`src/rtl/clk_div_multi.sv`:
```
// Multi-channel programmable clock-enable / tick generator.
// Each channel divides clk by a runtime divisor with a programmable high time.
module clk_div_multi #(
  parameter int NUM_CH      = 4,
  parameter int CNT_W       = 16,
  parameter int DEFAULT_DIV = 32
) (
  input  logic                  clk,
  input  logic                  reset_n,
  input  logic                  cfg_valid,
  output logic                  cfg_ready,
  input  logic [((NUM_CH > 1) ? $clog2(NUM_CH) : 1)-1:0] cfg_ch,
  input  logic [CNT_W-1:0]      cfg_div,
  input  logic [CNT_W-1:0]      cfg_high,
  input  logic [NUM_CH-1:0]     ch_en,
  input  logic                  sync_req,
  output logic [NUM_CH-1:0]     clk_out,
  output logic [NUM_CH-1:0]     tick
);

  localparam int              CH_W     = (NUM_CH > 1) ? $clog2(NUM_CH) : 1;
  localparam int              CH_SPAN  = 2 ** CH_W;
  localparam logic [CNT_W-1:0] DEF_DIV  = CNT_W'(DEFAULT_DIV);
  localparam logic [CNT_W-1:0] DEF_HIGH = CNT_W'(DEFAULT_DIV / 2);

  function automatic logic [CNT_W-1:0] clamp_div(input logic [CNT_W-1:0] d);
    if (d < CNT_W'(2)) begin
      return CNT_W'(2);
    end else begin
      return d;
    end
  endfunction

  function automatic logic [CNT_W-1:0] clamp_high(input logic [CNT_W-1:0] h,
                                                 input logic [CNT_W-1:0] d);
    if (h > d) begin
      return d;
    end else begin
      return h;
    end
  endfunction

  logic [CNT_W-1:0]  cnt_r     [NUM_CH];
  logic [CNT_W-1:0]  cnt_s     [NUM_CH];
  logic [CNT_W-1:0]  div_r     [NUM_CH];
  logic [CNT_W-1:0]  div_s     [NUM_CH];
  logic [CNT_W-1:0]  high_r    [NUM_CH];
  logic [CNT_W-1:0]  high_s    [NUM_CH];
  logic [CNT_W-1:0]  sh_div_r  [NUM_CH];
  logic [CNT_W-1:0]  sh_div_s  [NUM_CH];
  logic [CNT_W-1:0]  sh_high_r [NUM_CH];
  logic [CNT_W-1:0]  sh_high_s [NUM_CH];
  logic [NUM_CH-1:0] pend_r;
  logic [NUM_CH-1:0] pend_s;
  logic [NUM_CH-1:0] run_r;
  logic [NUM_CH-1:0] clk_out_r;
  logic [NUM_CH-1:0] clk_out_s;
  logic [NUM_CH-1:0] tick_r;
  logic [NUM_CH-1:0] tick_s;
  logic [NUM_CH-1:0] acc_s;
  logic [NUM_CH-1:0] wrap_s;
  logic [NUM_CH-1:0] apply_s;
  logic [CH_SPAN-1:0] pend_ext_s;
  logic [CNT_W-1:0]  new_div_s;
  logic [CNT_W-1:0]  new_high_s;
  logic              cfg_ready_s;

  // Clamp incoming config and derive ready; unused channel codes read as busy.
  always_comb begin
    new_div_s  = clamp_div(cfg_div);
    new_high_s = clamp_high(cfg_high, new_div_s);
    pend_ext_s = '1;
    for (int i = 0; i < NUM_CH; i++) begin
      pend_ext_s[i] = pend_r[i];
    end
    cfg_ready_s = ~pend_ext_s[cfg_ch];
  end

  // Per-channel next state: shadow capture, period-edge apply, counter, outputs.
  always_comb begin
    acc_s   = '0;
    wrap_s  = '0;
    apply_s = '0;
    pend_s  = pend_r;
    clk_out_s = '0;
    tick_s    = '0;
    for (int i = 0; i < NUM_CH; i++) begin
      acc_s[i]   = cfg_valid & cfg_ready_s & (cfg_ch == CH_W'(i));
      wrap_s[i]  = run_r[i] & (cnt_r[i] == (div_r[i] - CNT_W'(1)));
      // Any period start (enable, sync, wrap) or a disabled channel takes new config.
      apply_s[i] = ~ch_en[i] | ~run_r[i] | sync_req | wrap_s[i];

      if (acc_s[i]) begin
        sh_div_s[i]  = new_div_s;
        sh_high_s[i] = new_high_s;
      end else begin
        sh_div_s[i]  = sh_div_r[i];
        sh_high_s[i] = sh_high_r[i];
      end

      if (apply_s[i] & (pend_r[i] | acc_s[i])) begin
        div_s[i]  = sh_div_s[i];
        high_s[i] = sh_high_s[i];
        pend_s[i] = 1'b0;
      end else begin
        div_s[i]  = div_r[i];
        high_s[i] = high_r[i];
        pend_s[i] = pend_r[i] | acc_s[i];
      end

      if (apply_s[i]) begin
        cnt_s[i] = '0;
      end else begin
        cnt_s[i] = cnt_r[i] + CNT_W'(1);
      end

      clk_out_s[i] = ch_en[i] & (cnt_s[i] < high_s[i]);
      tick_s[i]    = ch_en[i] & (cnt_s[i] == '0);
    end
  end

  // State and registered outputs; reset reverts every channel to the default divisor.
  always_ff @(posedge clk or negedge reset_n) begin
    if (!reset_n) begin
      for (int i = 0; i < NUM_CH; i++) begin
        cnt_r[i]     <= '0;
        div_r[i]     <= DEF_DIV;
        high_r[i]    <= DEF_HIGH;
        sh_div_r[i]  <= DEF_DIV;
        sh_high_r[i] <= DEF_HIGH;
      end
      pend_r    <= '0;
      run_r     <= '0;
      clk_out_r <= '0;
      tick_r    <= '0;
    end else begin
      for (int i = 0; i < NUM_CH; i++) begin
        cnt_r[i]     <= cnt_s[i];
        div_r[i]     <= div_s[i];
        high_r[i]    <= high_s[i];
        sh_div_r[i]  <= sh_div_s[i];
        sh_high_r[i] <= sh_high_s[i];
      end
      pend_r    <= pend_s;
      run_r     <= ch_en;
      clk_out_r <= clk_out_s;
      tick_r    <= tick_s;
    end
  end

  assign cfg_ready = cfg_ready_s;
  assign clk_out   = clk_out_r;
  assign tick      = tick_r;

endmodule
```
`config.mk`:
```
export PLATFORM = sky130hd
export DESIGN_NAME = clk_div_multi
export DESIGN_NICKNAME = d
export VERILOG_FILES = /design/src/rtl/clk_div_multi.sv
export SDC_FILE = /design/constraint.sdc
export NUM_CORES = 1
export LEC_CHECK = 0
export CAP_MARGIN = 30
export CORE_MARGIN = 2
export CORE_UTILIZATION = 45
export CTS_CLUSTER_SIZE = 30
export DETAILED_ROUTE_END_ITERATION = 7
export PLACE_DENSITY = 0.68
export SYNTH_ARGS = -nofsm -noshare
export SYNTH_HDL_FRONTEND = slang
export SYNTH_SLANG_ARGS = --single-unit
```
`constraint.sdc`:
```
create_clock -name clk -period 4.5 [get_ports clk]
set_input_delay 0.675 -clock clk [delete_from_list [all_inputs] [get_ports clk]]
set_output_delay 0.675 -clock clk [all_outputs]
set_load 0.05 [all_outputs]
```
==> metrics.log, run 1 <==
[metrics] Slew HR: 38.5%
[metrics] setup skew after layout: 0.0111 ns
[metrics] EDFF count, synth: 0
[metrics] startpoint class of the critical path: input pin
[metrics] Period Utilization, post-route: 99.0%
[metrics] top cells by area, synth: dfrtp_1 44%, ha_1 5.7%, mux2_1 5.0%
[metrics] largest area contributor in the netlist: dfrtp_1
[metrics] count of unique library cells instantiated by Yosys: 78
[metrics] met3 track demand over resource in global routing: 4.27%
[metrics] most common cell after layout, fill and taps aside: dfrtp_1
[metrics] Synth warnings: 0
[metrics] number of detailed-route iterations in the first pass: 5
[metrics] data required time of the worst path: 4.96 ns
[metrics] share of synthesized area occupied by flip-flops and latches: 45.8%
[metrics] maximum root-to-sink buffer count: 3
[metrics] I/O pin cnt: 51
[metrics] drt wl/cell: 19.5 um
[metrics] Mapped Area: 18400 um^2
[metrics] Layout Area Growth over Synthesis: 22.4%
[metrics] Worst EP arrival: 4.91 ns
[metrics] final non-filler cell area: 22500 um^2
[metrics] type of the tightest min-delay check: in2async
[metrics] total DRC errors in the routed layout: 0
[metrics] net count reported at finish: 2117
[metrics] instance area at placement: 20500 um^2
[metrics] grt met1 use: 33.3%
[metrics] flip-flop and latch count after synthesis: 336
[metrics] Port Buf Inserts: 50
[metrics] latest clock arrival within the worst-skew pair: 0.55 ns
[metrics] register clock-pin slew on the reported worst setup and hold paths: 0.06 ns
[metrics] Mapped Cells: 1806
[metrics] via count of the first global-routing pass: 13804
[metrics] clk sinks: 336
[metrics] first-pass GRT wire length: 77500 um
[metrics] met2 capacity usage during global routing: 37.3%
[metrics] mean instance size in the synthesized netlist: 10.2 um^2
[metrics] Antenna Nets Post-Route: 0
[metrics] pins over their slew limit: 0
[metrics] number of antenna violations at the first check in global routing: 1
[metrics] post-synth top area share: 43.6%
[metrics] Remaining Overflow, GRT: 0
[metrics] Primary FF master, synth: dfrtp_1
[metrics] transition at the pin with the smallest max-transition slack: 0.922 ns
[metrics] share of synthesized registers carrying an async set or reset: 100%
[metrics] row cnt: 74
[metrics] startpoint-to-endpoint class of the critical path: in2reg
[metrics] hpwl dp: 35700 um
[metrics] setup repair after global routing missed its margin: true
[metrics] floorplan core area: 40600 um^2
[metrics] vias per cell: 5.63
[metrics] layout cell share with drive strength beyond 1: 21.1%
[metrics] total power per unit cell area: 451 nW/um^2
[metrics] via count: 14367
[metrics] final worst path period need: 4.45 ns
[metrics] Total Wirelength: 49700 um
[metrics] initial core utilization: 45.3%
[metrics] maxcap violations: 0
[metrics] number of buffers created by CTS: 38
[metrics] Leakage Power: 10.1 nW
[metrics] n_diodes: 0
[metrics] Max rail drop VDD: 0.241 mV
[metrics] worst slack on hold paths: 0.164 ns
[metrics] final RePlAce weighted congestion: 0.908
[metrics] final-report setup violation count: 0
[metrics] number of design-rule violations left by the first detailed-router iteration: 1076
[metrics] setup TNS: 0 ns
[metrics] placed cell count: 2453
[metrics] number of failing hold endpoints at the final stage: 0
[metrics] commonest non-fill, non-tap cells in the layout: 320 x dfrtp_1, 186 x buf_4, 177 x nand2_1, 128 x o21ai_0, 123 x nor2_1
[metrics] fill cell instance count of the final layout: 3508
[metrics] chip width: 206 um
[metrics] die area: 42500 um^2
[metrics] # H-tree levels: 2
[metrics] Net Count, Synth: 1932
[metrics] total routing usage reported by global routing: 23.6%
[metrics] maximum number of pins on one net before global-route repair: 113
[metrics] status: complete, no violations
[metrics] max frequency: 225 MHz
[metrics] busiest layer in global routing: met2
[metrics] CTS tree: yes
[metrics] die height: 206 um
[metrics] clock tree root buffer cell: clkbuf_16
[metrics] maximum fanout encountered on the critical timing path: 5
[metrics] Critical Path Sink Type: flop
[metrics] number of non-filler instances in the completed layout: 2553
## layer usage
| metal | routed length [um] | share of wire (%) | up-vias |
|---|---|---|---|
| met3 | 2900 | 5.8 | 73 |
| li1 | - | - | 6809 |
| met5 | 0 | 0 | - |
| met1 | 22700 | 46 | 7132 |
| met4 | 1360 | 2.7 | 0 |
| met2 | 22700 | 46 | 353 |
## where the power goes
group	switching, mW	internal [mW]	leakage (nW)
logic	1.43	1.33	5.21
registers	0.429	3.63	4.25
clock network	1.30	2.02	0.653
## sequential cells by signal, summed over array words and instances (netlist names)
register and cells:
tick 4, run_r 4, pend_ext_s 4, div_r 64, cnt_r 64, clk_out 4, sh_div_r 64, sh_high_r 64
high_r 64
## what timing repair did
item | 4_1_cts | 5_1_grt
resized for setup | 68 | 96
hold buffers | 0 | 0
pin swaps | 26 | 46
gates cloned | 0 | 1
setup endpoints to repair | 4 | 4
setup buffers | 5 | 25
## final timing paths
path | slack [ns] | cells past startpoint | end | from
min in group clk | 0.48 | 2 | sh_div_r[11] | sh_div_r[11]
min | 0.16 | 1 | tick[3] | reset_n
max | 0.05 | 21 | clk_out[0] | cfg_div[8]
max reg2reg | 0.16 | 20 | clk_out[1] | div_r[33]
min reg2reg | 0.48 | 2 | sh_div_r[11] | sh_div_r[11]
max in group asynchronous | 3.17 | 2 | div_r[21] | reset_n
## critical path, stage by stage
cell and delay (ns):
buf_8 0.10, nor4_4 0.30, buf_4 0.18, nand4_1 0.10
nor2b_4 0.16, ha_4 0.26, buf_4 0.10, nand4_1 0.09
nor4_1 0.38, a31oi_4 0.08, buf_6 0.16, buf_4 0.14
buf_12 0.13, o21ai_0 0.52, buf_4 0.24, o21ai_1 0.12
mux2i_1 0.19, ha_1 0.25, or4_1 0.40, a41o_1 0.27
o31ai_1 0.07
## Yosys cell counts (43+ instances only)
cell	n
o21ai_0	155
mux2i_1	78
inv_1	44
mux2_2	43
xnor2_1	92
ha_1	84
clkbuf_1	77
nand2_1	177
nand3_1	48
xor2_1	50
dfrtp_1	320
mux2_1	82
nor2_1	124
## cell type report
| type | count | area [um^2] | area share, % |
|---|---|---|---|
| clock inverter | 14 | 193 | 0.856 |
| clock buffer | 56 | 1150 | 5.12 |
| multi-input combinational | 1317 | 9730 | 43.2 |
| tap | 532 | 666 | 2.96 |
| inverter | 44 | 165 | 0.734 |
| sequential | 336 | 8430 | 37.4 |
| timing repair buffer | 254 | 2170 | 9.66 |
## logic make-up after synthesis
| kind of cell | share of synthesized area [%] |
|---|---|
| AO/OA/AOI/OAI | 10.4 |
| XOR/XNOR | 6.76 |
| adder cells (fa/ha/maj) | 5.72 |
| buffers and inverters | 3.61 |
| flip-flops | 45.8 |
| multiplexers | 12.0 |
| AND/OR/NAND/NOR | 15.7 |
## through the flow
step / setup WS, ns / utilization [%] / total power [mW]
finish: 0.0459 / 55.5 / 10.1
detailed placement: -1.03 / 50.6 / 6.65
global placement: -0.760 / 50.6 / 6.54
global route: -0.175 / 55.5 / 10.7
floorplan: -0.0390 / - / 5.67
CTS: 0.0175 / 54.2 / 10.0
Note: power is estimated with default switching activity, not from simulation.
==> run 2: changes to the inputs <==
--- a/config.mk
+++ b/config.mk
@@ -5,6 +5,7 @@
 export SDC_FILE = /design/constraint.sdc
 export NUM_CORES = 1
 export LEC_CHECK = 0
+export ABC_CLOCK_PERIOD_IN_PS = 4500
 export CAP_MARGIN = 30
 export CORE_MARGIN = 2
 export CORE_UTILIZATION = 45
==> results of run 2 <==
Final layout, timing and power as in run 1 (identical DEF).
==> run 3: changes to the inputs <==
--- a/config.mk
+++ b/config.mk
@@ -5,13 +5,13 @@
 export SDC_FILE = /design/constraint.sdc
 export NUM_CORES = 1
 export LEC_CHECK = 0
-export ABC_CLOCK_PERIOD_IN_PS = 4500
+export ABC_CLOCK_PERIOD_IN_PS = 5500
 export CAP_MARGIN = 30
 export CORE_MARGIN = 2
 export CORE_UTILIZATION = 45
 export CTS_CLUSTER_SIZE = 30
 export DETAILED_ROUTE_END_ITERATION = 7
-export PLACE_DENSITY = 0.68
+export PLACE_DENSITY = 0.65
 export SYNTH_ARGS = -nofsm -noshare
 export SYNTH_HDL_FRONTEND = slang
 export SYNTH_SLANG_ARGS = --single-unit
==> constraint.sdc (replaced) <==
create_clock -name clk -period 5.5 [get_ports clk]
set_input_delay 0.825 -clock clk [delete_from_list [all_inputs] [get_ports clk]]
set_output_delay 0.825 -clock clk [all_outputs]
set_load 0.05 [all_outputs]
==> metrics.log, run 3 (synthesis gave the netlist of run 1 again) <==
[metrics] n_diodes: 0
[metrics] Power Internal: 5.41 mW
[metrics] placed cell count: 2379
[metrics] Slew HR: 39.9%
[metrics] startpoint class of the critical path: input pin
[metrics] transition at the pin with the smallest max-transition slack: 0.902 ns
[metrics] max frequency: 191 MHz
[metrics] Leakage Power: 9.46 nW
[metrics] worst slack on hold paths: 0.360 ns
[metrics] maximum number of pins on one net before global-route repair: 109
[metrics] category of cells accounting for the largest share of critical-path delay: compound AO/OA/AOI/OAI gates
[metrics] logic gate share of total power: 25.1%
[metrics] maximum cell stage delay along the critical path: 0.44 ns
[metrics] data required time of the worst path: 5.93 ns
[metrics] met2 capacity usage during global routing: 36.1%
[metrics] most repeated library cell on the critical path: buf_4
[metrics] Max rail drop VDD: 0.229 mV
[metrics] Psw: 2.43 mW
[metrics] grt met1 use: 33.5%
[metrics] I/O pin cnt: 51
[metrics] setup repair after global routing missed its margin: false
[metrics] die area: 42500 um^2
[metrics] number of buffers created by CTS: 37
[metrics] Port Buf Inserts: 50
[metrics] relative contribution of sequential cells to total power: 42.9%
[metrics] post-placement setup slack: -0.497 ns
[metrics] Layout Area Growth over Synthesis: 15.9%
[metrics] die height: 206 um
[metrics] final-report setup violation count: 0
[metrics] startpoint-to-endpoint class of the critical path: in2reg
[metrics] Critical Path Sink Type: flop
[metrics] latest clock arrival within the worst-skew pair: 0.53 ns
[metrics] Hold-fix buffers, CTS: 0
[metrics] via count of the first global-routing pass: 13501
[metrics] maxcap violations: 0
[metrics] final worst path period need: 5.25 ns
[metrics] clock share of power: 32.1%
[metrics] final RePlAce weighted congestion: 0.909
[metrics] clock tree root buffer cell: clkbuf_16
[metrics] fill cell instance count of the final layout: 3578
[metrics] worst reg2reg startpoint: div_r[0]
[metrics] buffers and inverters on the worst path: 6
[metrics] maximum root-to-sink buffer count: 3
[metrics] layout cell share with drive strength beyond 1: 13.8%
[metrics] number of design-rule violations left by the first detailed-router iteration: 1091
[metrics] fraction of power spent switching nets: 31.0%
[metrics] total power per unit cell area: 368 nW/um^2
[metrics] list of cells traversed by the critical path: clkdlybuf4s50_1, buf_4, nor4_4, buf_4, nand4_1, nor2b_1, ha_1, nor2b_1, o211ai_1, a2111o_1, a31oi_2, buf_4, buf_4, mux2i_1, o21ai_0, mux2i_1, ha_1, a2111oi_0, buf_4, nand2_1, nor2_1, o21ai_0, o31ai_1
[metrics] type of the tightest min-delay check: in2async
[metrics] commonest non-fill, non-tap cells in the layout: 320 x dfrtp_1, 177 x nand2_1, 148 x o21ai_0, 123 x nor2_1, 102 x buf_4
[metrics] net count reported at finish: 2020
[metrics] maximum fanout encountered on the critical timing path: 7
[metrics] row cnt: 74
[metrics] total DRC errors in the routed layout: 0
[metrics] vias per cell: 5.66
[metrics] pins over their slew limit: 0
[metrics] first-pass GRT wire length: 75900 um
[metrics] minimum setup slack in the final design: 0.252 ns
[metrics] drt wl/cell: 19.6 um
[metrics] Period Utilization, post-route: 95.4%
[metrics] Worst EP arrival: 5.68 ns
[metrics] initial core utilization: 45.3%
[metrics] number of detailed-route iterations in the first pass: 5
[metrics] register clock-pin slew on the reported worst setup and hold paths: 0.06 ns
[metrics] share of the core filled with cells: 52.5%
[metrics] floorplan core area: 40600 um^2
[metrics] Total Wirelength: 48100 um
[metrics] library cell contributing the largest single delay on the critical path: a2111oi_0
[metrics] met3 track demand over resource in global routing: 2.93%
[metrics] final total power: 7.84 mW
[metrics] Antenna Nets Post-Route: 0
[metrics] startpoint of the most critical setup path: cfg_div[8]
[metrics] CTS tree: yes
[metrics] final non-filler cell area: 21300 um^2
[metrics] total routing usage reported by global routing: 23.1%
[metrics] via count: 13871
[metrics] status: complete, no violations
[metrics] clk sinks: 336
[metrics] number of antenna violations at the first check in global routing: 2
[metrics] busiest layer in global routing: met2
[metrics] hpwl dp: 35200 um
[metrics] setup skew after layout: 0.0155 ns
[metrics] instance area at placement: 19900 um^2
[metrics] Remaining Overflow, GRT: 0
[metrics] number of failing hold endpoints at the final stage: 0
[metrics] setup TNS: 0 ns
[metrics] most common cell after layout, fill and taps aside: dfrtp_1
[metrics] chip width: 206 um
[metrics] number of non-filler instances in the completed layout: 2451
[metrics] # H-tree levels: 2
## run 3: cell count changes in the layout (fill, tap and decap cells not counted), moves of 6 or more
cell | previous run | this run
o21ai_0 | 128 | 148
a21oi_1 | 32 | 38
clkdlybuf4s50_1 | 34 | 49
buf_12 | 10 | 4
o21ai_1 | 20 | 8
buf_4 | 186 | 102
a21oi_2 | 8 | 2
o21ai_2 | 7 | 1
mux2i_1 | 62 | 68
## run 3: repair_timing
action	in CTS	in global routing
gates resized for setup	0	32
setup endpoints to repair	0	4
buffers inserted	0	8
## run 3: cell type report
cell class / count / area (um^2) / share of cell area (%)
clock buffer: 58 / 1110 / 5.23
sequential: 336 / 8430 / 39.6
clock inverter: 6 / 110 / 0.517
inverter: 44 / 165 / 0.775
tap: 532 / 666 / 3.13
multi-input combinational: 1317 / 9450 / 44.4
timing repair buffer: 158 / 1370 / 6.42
## run 3: power groups by stage
stage,clock network [mW],logic (mW),registers (mW)
finish,2.51,1.97,3.36
global route,2.67,2.19,3.43
CTS,2.57,1.93,3.36
detailed placement,0,1.92,3.39
global placement,0,1.86,3.37
floorplan,0,1.38,3.26
## run 3: routing by layer
layer  vias to the layer above  routed length, um  share of wire, %
li1                       6615                  -                 -
met1                      6874              22700                47
met2                       302              21800                45
met3                        80               2330               4.8
met4                         0               1280               2.7
met5                         -                  0                 0
## run 3: worst paths after layout
kind                                      to  slack [ns]  cells past startpoint
worst max-delay path              clk_out[1]        0.25                     23
worst min-delay path                div_r[2]        0.36                      1
worst max register to register    clk_out[3]        0.59                     18
worst min register to register    high_r[38]        0.48                      1
max in group asynchronous       sh_div_r[53]        4.03                      2
min in group clk                  high_r[38]        0.48                      1
